===== config.mk =====
export PLATFORM = sky130hd
export DESIGN_NAME = led_fade_sequencer_flat
export DESIGN_NICKNAME = d
export VERILOG_FILES = /design/src/rtl/led_fade_sequencer_if.sv /design/src/rtl/led_fade_sequencer.sv /design/src/flat_wrapper.sv
export SDC_FILE = /design/constraint.sdc
export NUM_CORES = 1
export LEC_CHECK = 0
export ABC_AREA = 1
export BUFFER_PORTS_ARGS = -buffer_cell sky130_fd_sc_hd__buf_2
export CORE_MARGIN = 2
export CORE_UTILIZATION = 40
export CTS_BUF_LIST = sky130_fd_sc_hd__clkbuf_4 sky130_fd_sc_hd__clkbuf_8 sky130_fd_sc_hd__clkbuf_16
export CTS_CLUSTER_DIAMETER = 200
export DETAILED_ROUTE_END_ITERATION = 6
export PLACE_DENSITY = 0.61
export SYNTH_ARGS = -nofsm -noshare
export SYNTH_HDL_FRONTEND = slang
export SYNTH_SLANG_ARGS = --single-unit

===== constraint.sdc =====
create_clock -name clk -period 5.6 [get_ports clk]
set_clock_uncertainty 0.05 [all_clocks]
set_input_delay 1.12 -clock clk [delete_from_list [all_inputs] [get_ports clk]]
set_output_delay 1.12 -clock clk [all_outputs]
set_load 0.02 [all_outputs]

===== src/rtl/led_fade_sequencer_if.sv =====
// Control/config/brightness bundle between the fade sequencer and its host.
// The host drives keyframe writes and start/stop; the sequencer returns brightness and status.
interface led_fade_sequencer_if #(
    parameter int unsigned NUM_KEYS = 4
) ();
    localparam int unsigned KW = $clog2(NUM_KEYS);

    logic          cfg_we;
    logic [KW-1:0] cfg_addr;
    logic [23:0]   cfg_data;
    logic          start;
    logic          stop;
    logic [7:0]    bright_r;
    logic [7:0]    bright_g;
    logic [7:0]    bright_b;
    logic [KW-1:0] key_idx;
    logic          busy;
    logic          loop_done;

    modport master (
        output cfg_we, cfg_addr, cfg_data, start, stop,
        input  bright_r, bright_g, bright_b, key_idx, busy, loop_done
    );

    modport slave (
        input  cfg_we, cfg_addr, cfg_data, start, stop,
        output bright_r, bright_g, bright_b, key_idx, busy, loop_done
    );
endinterface


===== src/rtl/led_fade_sequencer.sv =====
// RGB keyframe fade sequencer feeding three 8-bit pwm brightness inputs.
// Optional LED_FADE_GAMMA_EN adds a registered (lin*lin)>>8 output stage.
module led_fade_sequencer #(
    parameter int unsigned NUM_KEYS   = 4,
    parameter int unsigned PRESCALE   = 48000,
    parameter int unsigned HOLD_TICKS = 500
) (
    input  logic                  clk,
    input  logic                  reset_n,
    led_fade_sequencer_if.slave   bus
);
    localparam int unsigned KW = $clog2(NUM_KEYS);
    localparam int unsigned PW = (PRESCALE > 1) ? $clog2(PRESCALE) : 1;
    localparam int unsigned HW = (HOLD_TICKS > 1) ? $clog2(HOLD_TICKS) : 1;

    typedef enum logic [1:0] {IDLE, FADE, HOLD} state_e;

    state_e        state_q;
    logic [PW-1:0] presc_q;
    logic [PW-1:0] presc_d;
    logic [HW-1:0] hold_q;
    logic [KW-1:0] key_q;
    logic          busy_q;
    logic          loop_done_q;
    logic [7:0]    lin_q [3];
    logic [23:0]   table_q [NUM_KEYS];

    logic [23:0]   tgt_c;
    logic [7:0]    tgt_ch_c [3];
    logic          tick_c;
    logic          arrived_c;

    // One linear step toward the target, never overshooting it.
    function automatic logic [7:0] step_toward(input logic [7:0] cur, input logic [7:0] tgt);
        if (cur < tgt)      return cur + 8'd1;
        else if (cur > tgt) return cur - 8'd1;
        else                return cur;
    endfunction

    always_comb begin
        tgt_c       = table_q[key_q];
        tgt_ch_c[0] = tgt_c[23:16];
        tgt_ch_c[1] = tgt_c[15:8];
        tgt_ch_c[2] = tgt_c[7:0];
        tick_c      = busy_q && (presc_q == PW'(PRESCALE - 1));
        presc_d     = tick_c ? '0 : presc_q + PW'(1);
        arrived_c   = (lin_q[0] == tgt_ch_c[0]) && (lin_q[1] == tgt_ch_c[1]) &&
                      (lin_q[2] == tgt_ch_c[2]);
    end

    // Sequencer state, keyframe table and linear brightness registers.
    always_ff @(posedge clk or negedge reset_n) begin
        if (!reset_n) begin
            state_q     <= IDLE;
            presc_q     <= '0;
            hold_q      <= '0;
            key_q       <= '0;
            busy_q      <= 1'b0;
            loop_done_q <= 1'b0;
            for (int i = 0; i < 3; i++) lin_q[i] <= 8'd0;
            for (int k = 0; k < int'(NUM_KEYS); k++) table_q[k] <= 24'd0;
        end else begin
            loop_done_q <= 1'b0;
            if (bus.cfg_we) table_q[bus.cfg_addr] <= bus.cfg_data;

            if (bus.stop) begin
                state_q <= IDLE;
                busy_q  <= 1'b0;
                presc_q <= '0;
            end else if (bus.start) begin
                // Restart from the current brightness; no jump to key 0's colour.
                state_q <= FADE;
                busy_q  <= 1'b1;
                key_q   <= '0;
                presc_q <= '0;
                hold_q  <= '0;
            end else begin
                if (busy_q) presc_q <= presc_d;
                if (tick_c) begin
                    case (state_q)
                        FADE: begin
                            if (arrived_c) begin
                                state_q <= HOLD;
                                hold_q  <= '0;
                            end else begin
                                for (int i = 0; i < 3; i++)
                                    lin_q[i] <= step_toward(lin_q[i], tgt_ch_c[i]);
                            end
                        end
                        HOLD: begin
                            if (hold_q == HW'(HOLD_TICKS - 1)) begin
                                state_q <= FADE;
                                hold_q  <= '0;
                                if (key_q == KW'(NUM_KEYS - 1)) begin
                                    key_q       <= '0;
                                    loop_done_q <= 1'b1;
                                end else begin
                                    key_q <= key_q + KW'(1);
                                end
                            end else begin
                                hold_q <= hold_q + HW'(1);
                            end
                        end
                        default: ;
                    endcase
                end
            end
        end
    end

`ifdef LED_FADE_GAMMA_EN
    logic [7:0]  gam_q [3];
    logic [15:0] sq_c  [3];

    always_comb begin
        for (int i = 0; i < 3; i++) sq_c[i] = 16'(lin_q[i]) * 16'(lin_q[i]);
    end

    // Square-law gamma stage, one clock behind the linear value.
    always_ff @(posedge clk or negedge reset_n) begin
        if (!reset_n) begin
            for (int i = 0; i < 3; i++) gam_q[i] <= 8'd0;
        end else begin
            for (int i = 0; i < 3; i++) gam_q[i] <= sq_c[i][15:8];
        end
    end

    assign bus.bright_r = gam_q[0];
    assign bus.bright_g = gam_q[1];
    assign bus.bright_b = gam_q[2];
`else
    assign bus.bright_r = lin_q[0];
    assign bus.bright_g = lin_q[1];
    assign bus.bright_b = lin_q[2];
`endif

    assign bus.key_idx   = key_q;
    assign bus.busy      = busy_q;
    assign bus.loop_done = loop_done_q;
endmodule


===== src/flat_wrapper.sv =====
// flat-port wrapper written by rule: the top's interface ports become plain ports
module led_fade_sequencer_flat 
#(
    parameter int unsigned NUM_KEYS   = 4,
    parameter int unsigned PRESCALE   = 48000,
    parameter int unsigned HOLD_TICKS = 500
)
  (clk, reset_n, bus_cfg_we, bus_cfg_addr, bus_cfg_data, bus_start, bus_stop, bus_bright_r, bus_bright_g, bus_bright_b, bus_key_idx, bus_busy, bus_loop_done);
  led_fade_sequencer_if #(.NUM_KEYS(NUM_KEYS)) bus_i ();
  input  logic clk;
  input  logic reset_n;
  input wire logic [$bits(bus_i.cfg_we)-1:0] bus_cfg_we;
  input wire logic [$bits(bus_i.cfg_addr)-1:0] bus_cfg_addr;
  input wire logic [$bits(bus_i.cfg_data)-1:0] bus_cfg_data;
  input wire logic [$bits(bus_i.start)-1:0] bus_start;
  input wire logic [$bits(bus_i.stop)-1:0] bus_stop;
  output wire logic [$bits(bus_i.bright_r)-1:0] bus_bright_r;
  output wire logic [$bits(bus_i.bright_g)-1:0] bus_bright_g;
  output wire logic [$bits(bus_i.bright_b)-1:0] bus_bright_b;
  output wire logic [$bits(bus_i.key_idx)-1:0] bus_key_idx;
  output wire logic [$bits(bus_i.busy)-1:0] bus_busy;
  output wire logic [$bits(bus_i.loop_done)-1:0] bus_loop_done;
  assign bus_i.cfg_we = bus_cfg_we;
  assign bus_i.cfg_addr = bus_cfg_addr;
  assign bus_i.cfg_data = bus_cfg_data;
  assign bus_i.start = bus_start;
  assign bus_i.stop = bus_stop;
  assign bus_bright_r = bus_i.bright_r;
  assign bus_bright_g = bus_i.bright_g;
  assign bus_bright_b = bus_i.bright_b;
  assign bus_key_idx = bus_i.key_idx;
  assign bus_busy = bus_i.busy;
  assign bus_loop_done = bus_i.loop_done;
  led_fade_sequencer #(.NUM_KEYS(NUM_KEYS), .PRESCALE(PRESCALE), .HOLD_TICKS(HOLD_TICKS)) u_core (.clk(clk), .reset_n(reset_n), .bus(bus_i));
endmodule

After elaboration in Yosys (flattened, before gate mapping)
Cells that the tools add are included.
W data, S select, Z words.
- input bits: 31
- logic and storage cells: 108
- bits in read-only memories: 0
- memories kept: 0
- bits in writable memories: 0
- register bits after elaboration: 151
- output and inout port bits: 28
- latch bits: 0
- bitwise logic cells: 5
- add/subtract/negate cells: 9
- order comparisons: 9
- mux-type cells: 40
- divide/modulo/power cells: 0
- equal/unequal tests: 11
- multiply operators: 0
- shift-type cells: 0
- reduce and logical (&&, ||, !) cells: 21
- operators by type and width (cell ; count):
    $bwmux W96 ; 1
    $mux W24 ; 3
    $mux W16 ; 4
    $bmux W24 S2 ; 1
    $demux W24 S2 ; 1
    $mux W8 ; 6
    $mux W9 ; 4
    $add A8 B1 Y8 const B ; 3
    $eq A8 B8 Y1 ; 3
    $gt A8 B8 Y1 ; 3
    $lt A8 B8 Y1 ; 3
    $sub A8 B1 Y8 const B ; 3
    $mux W2 ; 10
    $pmux W9 S2 ; 1
    $reduce_and A6 Y1 ; 3
    $add A16 B1 Y16 const B ; 1
    $eq A16 B16 Y1 const B ; 1
    $reduce_bool A2 Y1 ; 7
    $reduce_and A4 Y1 ; 3
    $add A9 B1 Y9 const B ; 1
    $eq A9 B9 Y1 const B ; 1
    $reduce_bool A3 Y1 ; 3
    $mux W1 ; 8
    $ne A4 B3 Y1 const B ; 2
    other kinds (11) ; 19

Longest topological paths before layout
- depth in word-level cells: 12
- gate-level depth with buffers: 25
- mapped depth without buffers: 22

Worst setup path after synthesis
Ideal clock, no wire load.
- path kind: flip-flop to flip-flop
- from: reg u_core.key_q[0], in the netlist u_core.bus.key_idx[0]
- to: reg u_core.lin_q (netlist bit u_core.bus.bright_b[7])
- period minus slack after synthesis: 3.221 ns
- arrival: 3.054 ns
- buffers on the path: 3
- stages on the path, launching flop included: 23
- slack: 2.379 ns
- cells stage by stage: dfrtp_1 > clkbuf_1 > inv_1 > buf_2 > buf_2 > nand2_1 > a32o_1 > ha_1 > nand2_1 > inv_1 > nand2_1 > nand2_1 > nand2_1 > nand2_1 > ha_1 > o21ai_0 > nor2_1 > nor2_1 > inv_1 > nand2_1 > nand2_1 > nand2_1 > nand2_1
- word-level cells in the longest chain between the ends: 9
- ends and longest elaborated chain (what ; line ; RTL):
    from (decl) ; led_fade_sequencer.sv:22 ; logic [KW-1:0] key_q;
    from (signal assigned) ; led_fade_sequencer.sv:98 ; key_q <= key_q + KW'(1);
    $not A2 Y3 (implied by the code) * ; led_fade_sequencer.sv:41 ; tgt_c = table_q[key_q];
    $bmux W24 S2 * ; led_fade_sequencer.sv:41 ;
    $mux W24 (implied by the code) * (2 in series) ; led_fade_sequencer.sv:41 ;
    branches (longest 5 deep; another with $gt A8 B8 Y1) ; -- ;
    to (signal, indexed assignment) ; led_fade_sequencer.sv:87 ; lin_q[i] <= step_toward(lin_q[i], tgt_ch_c[i]);
    to (decl) ; led_fade_sequencer.sv:25 ; logic [7:0] lin_q [3];
Every way passes the cells marked *. The select of a mux whose other input is x is not followed.
A chain may end at the register's enable or synchronous reset.

Final worst setup path
- from: reg u_core.key_q[0], in the netlist u_core.bus.key_idx[0]
- to: reg u_core.lin_q (netlist bit u_core.bus.bright_g[7])
Same word-level chain as after synthesis.

==> results.py <==
metrics = {
    "final_layout": {
        "fin_util_pct": 45.9,
        "fillers": 2122,
        "layout-drive-gt1-share_pct": 14.8,
        "num_antenna_cells": 0,
        "area_delta_synth_final_pct": 12.6,
        "nets": 1172,
        "seqCellArea_sq_um": 3780,
        "final_common_cell": "nand2_1",
        "mostFrequentLayoutCells": "305 x nand2_1, 150 x dfrtp_1, 118 x o21ai_0",
        "multi_input_area_sq_um": 4240,
    },
    "clocking": {
        "numCtsBuffers": 17,
        "clock_latency_ns": 0.43,
        "cts_setup_buffers": 0,
        "path_clk_slew_ns": 0.07,
        "cts_max_level": 4,
        "cts.sinks": 151,
        "cts-root-buf": "clkbuf_16",
        "cts_tree": "built",
        "cts_hold_buf": 0,
        "clockBufferDepth": 2,
        "cts_resized": 0,
    },
    "setup_path": {
        "crit_arrival_ns": 4.06,
        "critPathBufInv": 3,
        "ff2ff_path_depth": 17,
        "path_class": "reg -> reg",
        "path_cells": "inv_1 -> buf_4 -> nand2_1 -> a32o_1 -> ha_1 -> a21o_1 -> nor2_1 -> nand2_1 -> ha_1 -> a21oi_1 -> o21ai_0 -> a21oi_1 -> inv_1 -> nand2_1 -> nand2_1 -> nand2_1 -> nand2_1",
        "cpPeakStageDelay_ns": 0.44,
        "cpMostUsedCell": "nand2_1",
        "cp-start-kind": "register",
        "path_depth": 17,
        "crit_required_ns": 5.86,
        "setup.worst_path.end_class": "register",
        "worstPathMaxFanout": 30,
        "critPathSlowestCell": "inv_1",
        "critPathTopFamily": "buffers and inverters",
    },
    "routing": {
        "vias": 6938,
        "avgViaCountPerCell": 5.03,
        "drt-initial-drc-count": 393,
        "first_pass_iters": 5,
        "routed_wl_mm": 20.0,
        "post-route-drc-count": 0,
        "postRouteAntennaNets": 0,
        "wire_per_inst_um": 14.5,
    },
    "timing": {
        "fin_crit_sh_pct": 67.8,
        "tns_ns": 0,
        "slew_headroom_pct": 35.2,
        "worst_slew_pin_slew_ns": 0.971,
        "setup_violations": 0,
        "maxSlewViolCount": 0,
        "hold_viol_final": 0,
        "rsz0062_at_grt": "no",
        "fin_crit_ns": 3.80,
        "fmax_mhz": 263,
    },
    "global_routing": {
        "grt_max_degree": 70,
        "grt_antenna_before_repair": 0,
        "grt-ovfl-total": 0,
        "grt_use_total_pct": 18.6,
        "grt_pass1_vias": 6558,
        "grt_pass1_wl_mm": 33.3,
    },
    "placed_design": {
        "gp_congestion": 0.859,
        "dp_hpwl_mm": 13.7,
        "io_buffers": 58,
    },
    "synth": {
        "ys_async_sr_fraction_pct": 100,
        "ys_ff_latch": 151,
        "synth.net_count": 1132,
        "ys_seq_area_share_pct": 44.1,
        "syn_avg_cell_area_sq_um": 8.16,
        "synth_top_area_share_pct": 44.1,
        "synth_enable_flop_cells": 0,
        "syn_area_sq_um": 8580,
        "synthCells": 1051,
        "synth-main-ff-cell": "dfrtp_1",
        "synthDistinctLibCells": 43,
        "synth_area_leader_cell": "dfrtp_1",
        "ys_warn_count": 0,
        "synthTopCellsByArea": "dfrtp_1 44%, nand2_1 13%, o21ai_0 6.9%, ha_1 6.9%, inv_1 3.9%",
    },
    "power": {
        "total_power_w": 0.00313,
        "vdd_ir_drop_max_v": 0.000195,
        "leakage_nw": 4.75,
        "power_density_nw_per_um2": 324,
    },
    "die": {
        "dieArea_sq_um": 22600,
        "fp.dieW_um": 150,
        "placeableCoreArea_sq_um": 21000,
        "start_util_pct": 40.8,
        "rows": 53,
        "die-height_um": 150,
        "io_pins": 59,
    },
    "flow_run": {
        "maxCapViolCount": 0,
    },
    "run_status": {
        "outcome": "finished clean",
    },
    "hold_path": {
        "holdPathStages": 2,
        "hold_class": "reg -> reg",
    },
}
-- where the power goes --
group | total, W | leakage, nW | switching, W | internal, W
clock | 0.00117 | 0.293 | 0.000485 | 0.000686
sequential | 0.00128 | 1.96 | 0.0000703 | 0.00121
combinational | 0.000680 | 2.50 | 0.000423 | 0.000257
total | 0.00313 | 4.75 | 0.000979 | 0.00215
-- cell type report --
class / count / share of cell area [%]
Timing Repair Buffer: 64 / 3.54
Inverter: 96 / 3.74
Clock buffer: 19 / 4.69
Sequential cell: 151 / 39.1
Multi-Input combinational cell: 761 / 43.9
Clock inverter: 12 / 1.46
Tap cell: 275 / 3.56
-- metrics by stage --
stage | instance area (sq um) | setup WS, ns | instances | hold WS [ns]
2_1_floorplan | 8580 | 2.38 | 1051 | 0.398
5_1_grt | 9660 | 1.37 | 1378 | 0.457
3_3_place_gp | 9060 | 1.89 | 1347 | 0.414
3_5_place_dp | 9060 | 1.81 | 1347 | 0.422
6_report | 9660 | 1.80 | 1378 | 0.434
4_1_cts | 9660 | 1.81 | 1378 | 0.434
-- layer usage --
layer / vias to the layer above / part of all wire, % / global-route usage [%] / wire length (um)
met5: - / 0 / 0 / 0
met4: 0 / 0.90 / 4.34 / 180
met3: 15 / 3.5 / 3.36 / 702
met2: 120 / 46 / 29.4 / 9110
met1: 3264 / 50 / 26.5 / 9970
li1: 3539 / - / - / -
-- flip-flops by register name (all words and copies together), names as in the netlist --
register              flops
u_core.table_q           96
u_core.presc_q           16
u_core.hold_q             9
u_core.bus.bright_b       8
u_core.bus.bright_g       8
u_core.bus.bright_r       8
u_core.bus.key_idx        2
u_core.state_q            2
u_core.bus.busy           1
u_core.bus.loop_done      1
-- worst register-to-register path: cells and delay by family, from the launching register on --
kind | cells | cell delay, ns
AND/OR/NAND/NOR | 7 | 0.73
AO/OA/AOI/OAI | 5 | 0.89
buffers and inverters | 3 | 0.92
flip-flops | 1 | 0.40
adder cells (fa/ha/maj) | 2 | 0.73
-- Yosys cell counts (2+ instances only) --
library cell,number
nor2_2,3
o22ai_1,3
nand2_2,19
inv_2,5
a21oi_1,49
o21ai_1,5
fa_1,3
nand4_1,13
inv_1,90
o21ai_2,22
a21o_1,4
nor2_1,55
nand3b_1,3
ha_1,47
nand2_1,305
o21ai_0,118
buf_6,5
nor2_4,4
a21oi_2,2
clkbuf_1,31
nand3_2,2
xnor2_1,9
a32o_1,21
buf_1,2
buf_2,4
dfrtp_1,151
nor3_1,5
nand2_4,3
nand3_1,35
a31oi_1,3
xor2_1,18
-- final timing paths --
kind / start / to / slack (ns)
max: u_core.bus.key_idx[0]$_DFFE_PN0P_ / u_core.bus.bright_g[7]$_DFFE_PN0P_ / 1.80
min: u_core.table_q[64]$_DFFE_PN0P_ / u_core.table_q[64]$_DFFE_PN0P_ / 0.43
max reg2reg: u_core.bus.key_idx[0]$_DFFE_PN0P_ / u_core.bus.bright_g[7]$_DFFE_PN0P_ / 1.80
min reg2reg: u_core.table_q[64]$_DFFE_PN0P_ / u_core.table_q[64]$_DFFE_PN0P_ / 0.43
max in group asynchronous: reset_n / u_core.table_q[89]$_DFFE_PN0P_ / 3.82
min in group asynchronous: reset_n / u_core.presc_q[12]$_DFFE_PN0P_ / 0.50
-- kinds of logic (layout without fill, tap and decap cells) --
kind of cell	count (synthesis)	in the layout	share of synthesized area, %
AO/OA/AOI/OAI	230	230	16.0
adder cells (fa/ha/maj)	50	50	7.56
flip-flops	151	151	44.1
XOR/XNOR	27	27	2.76
AND/OR/NAND/NOR	453	453	22.9
multiplexers	1	1	0.117
buffers and inverters	139	191	6.64
Note: power is estimated with default switching activity, not from simulation.
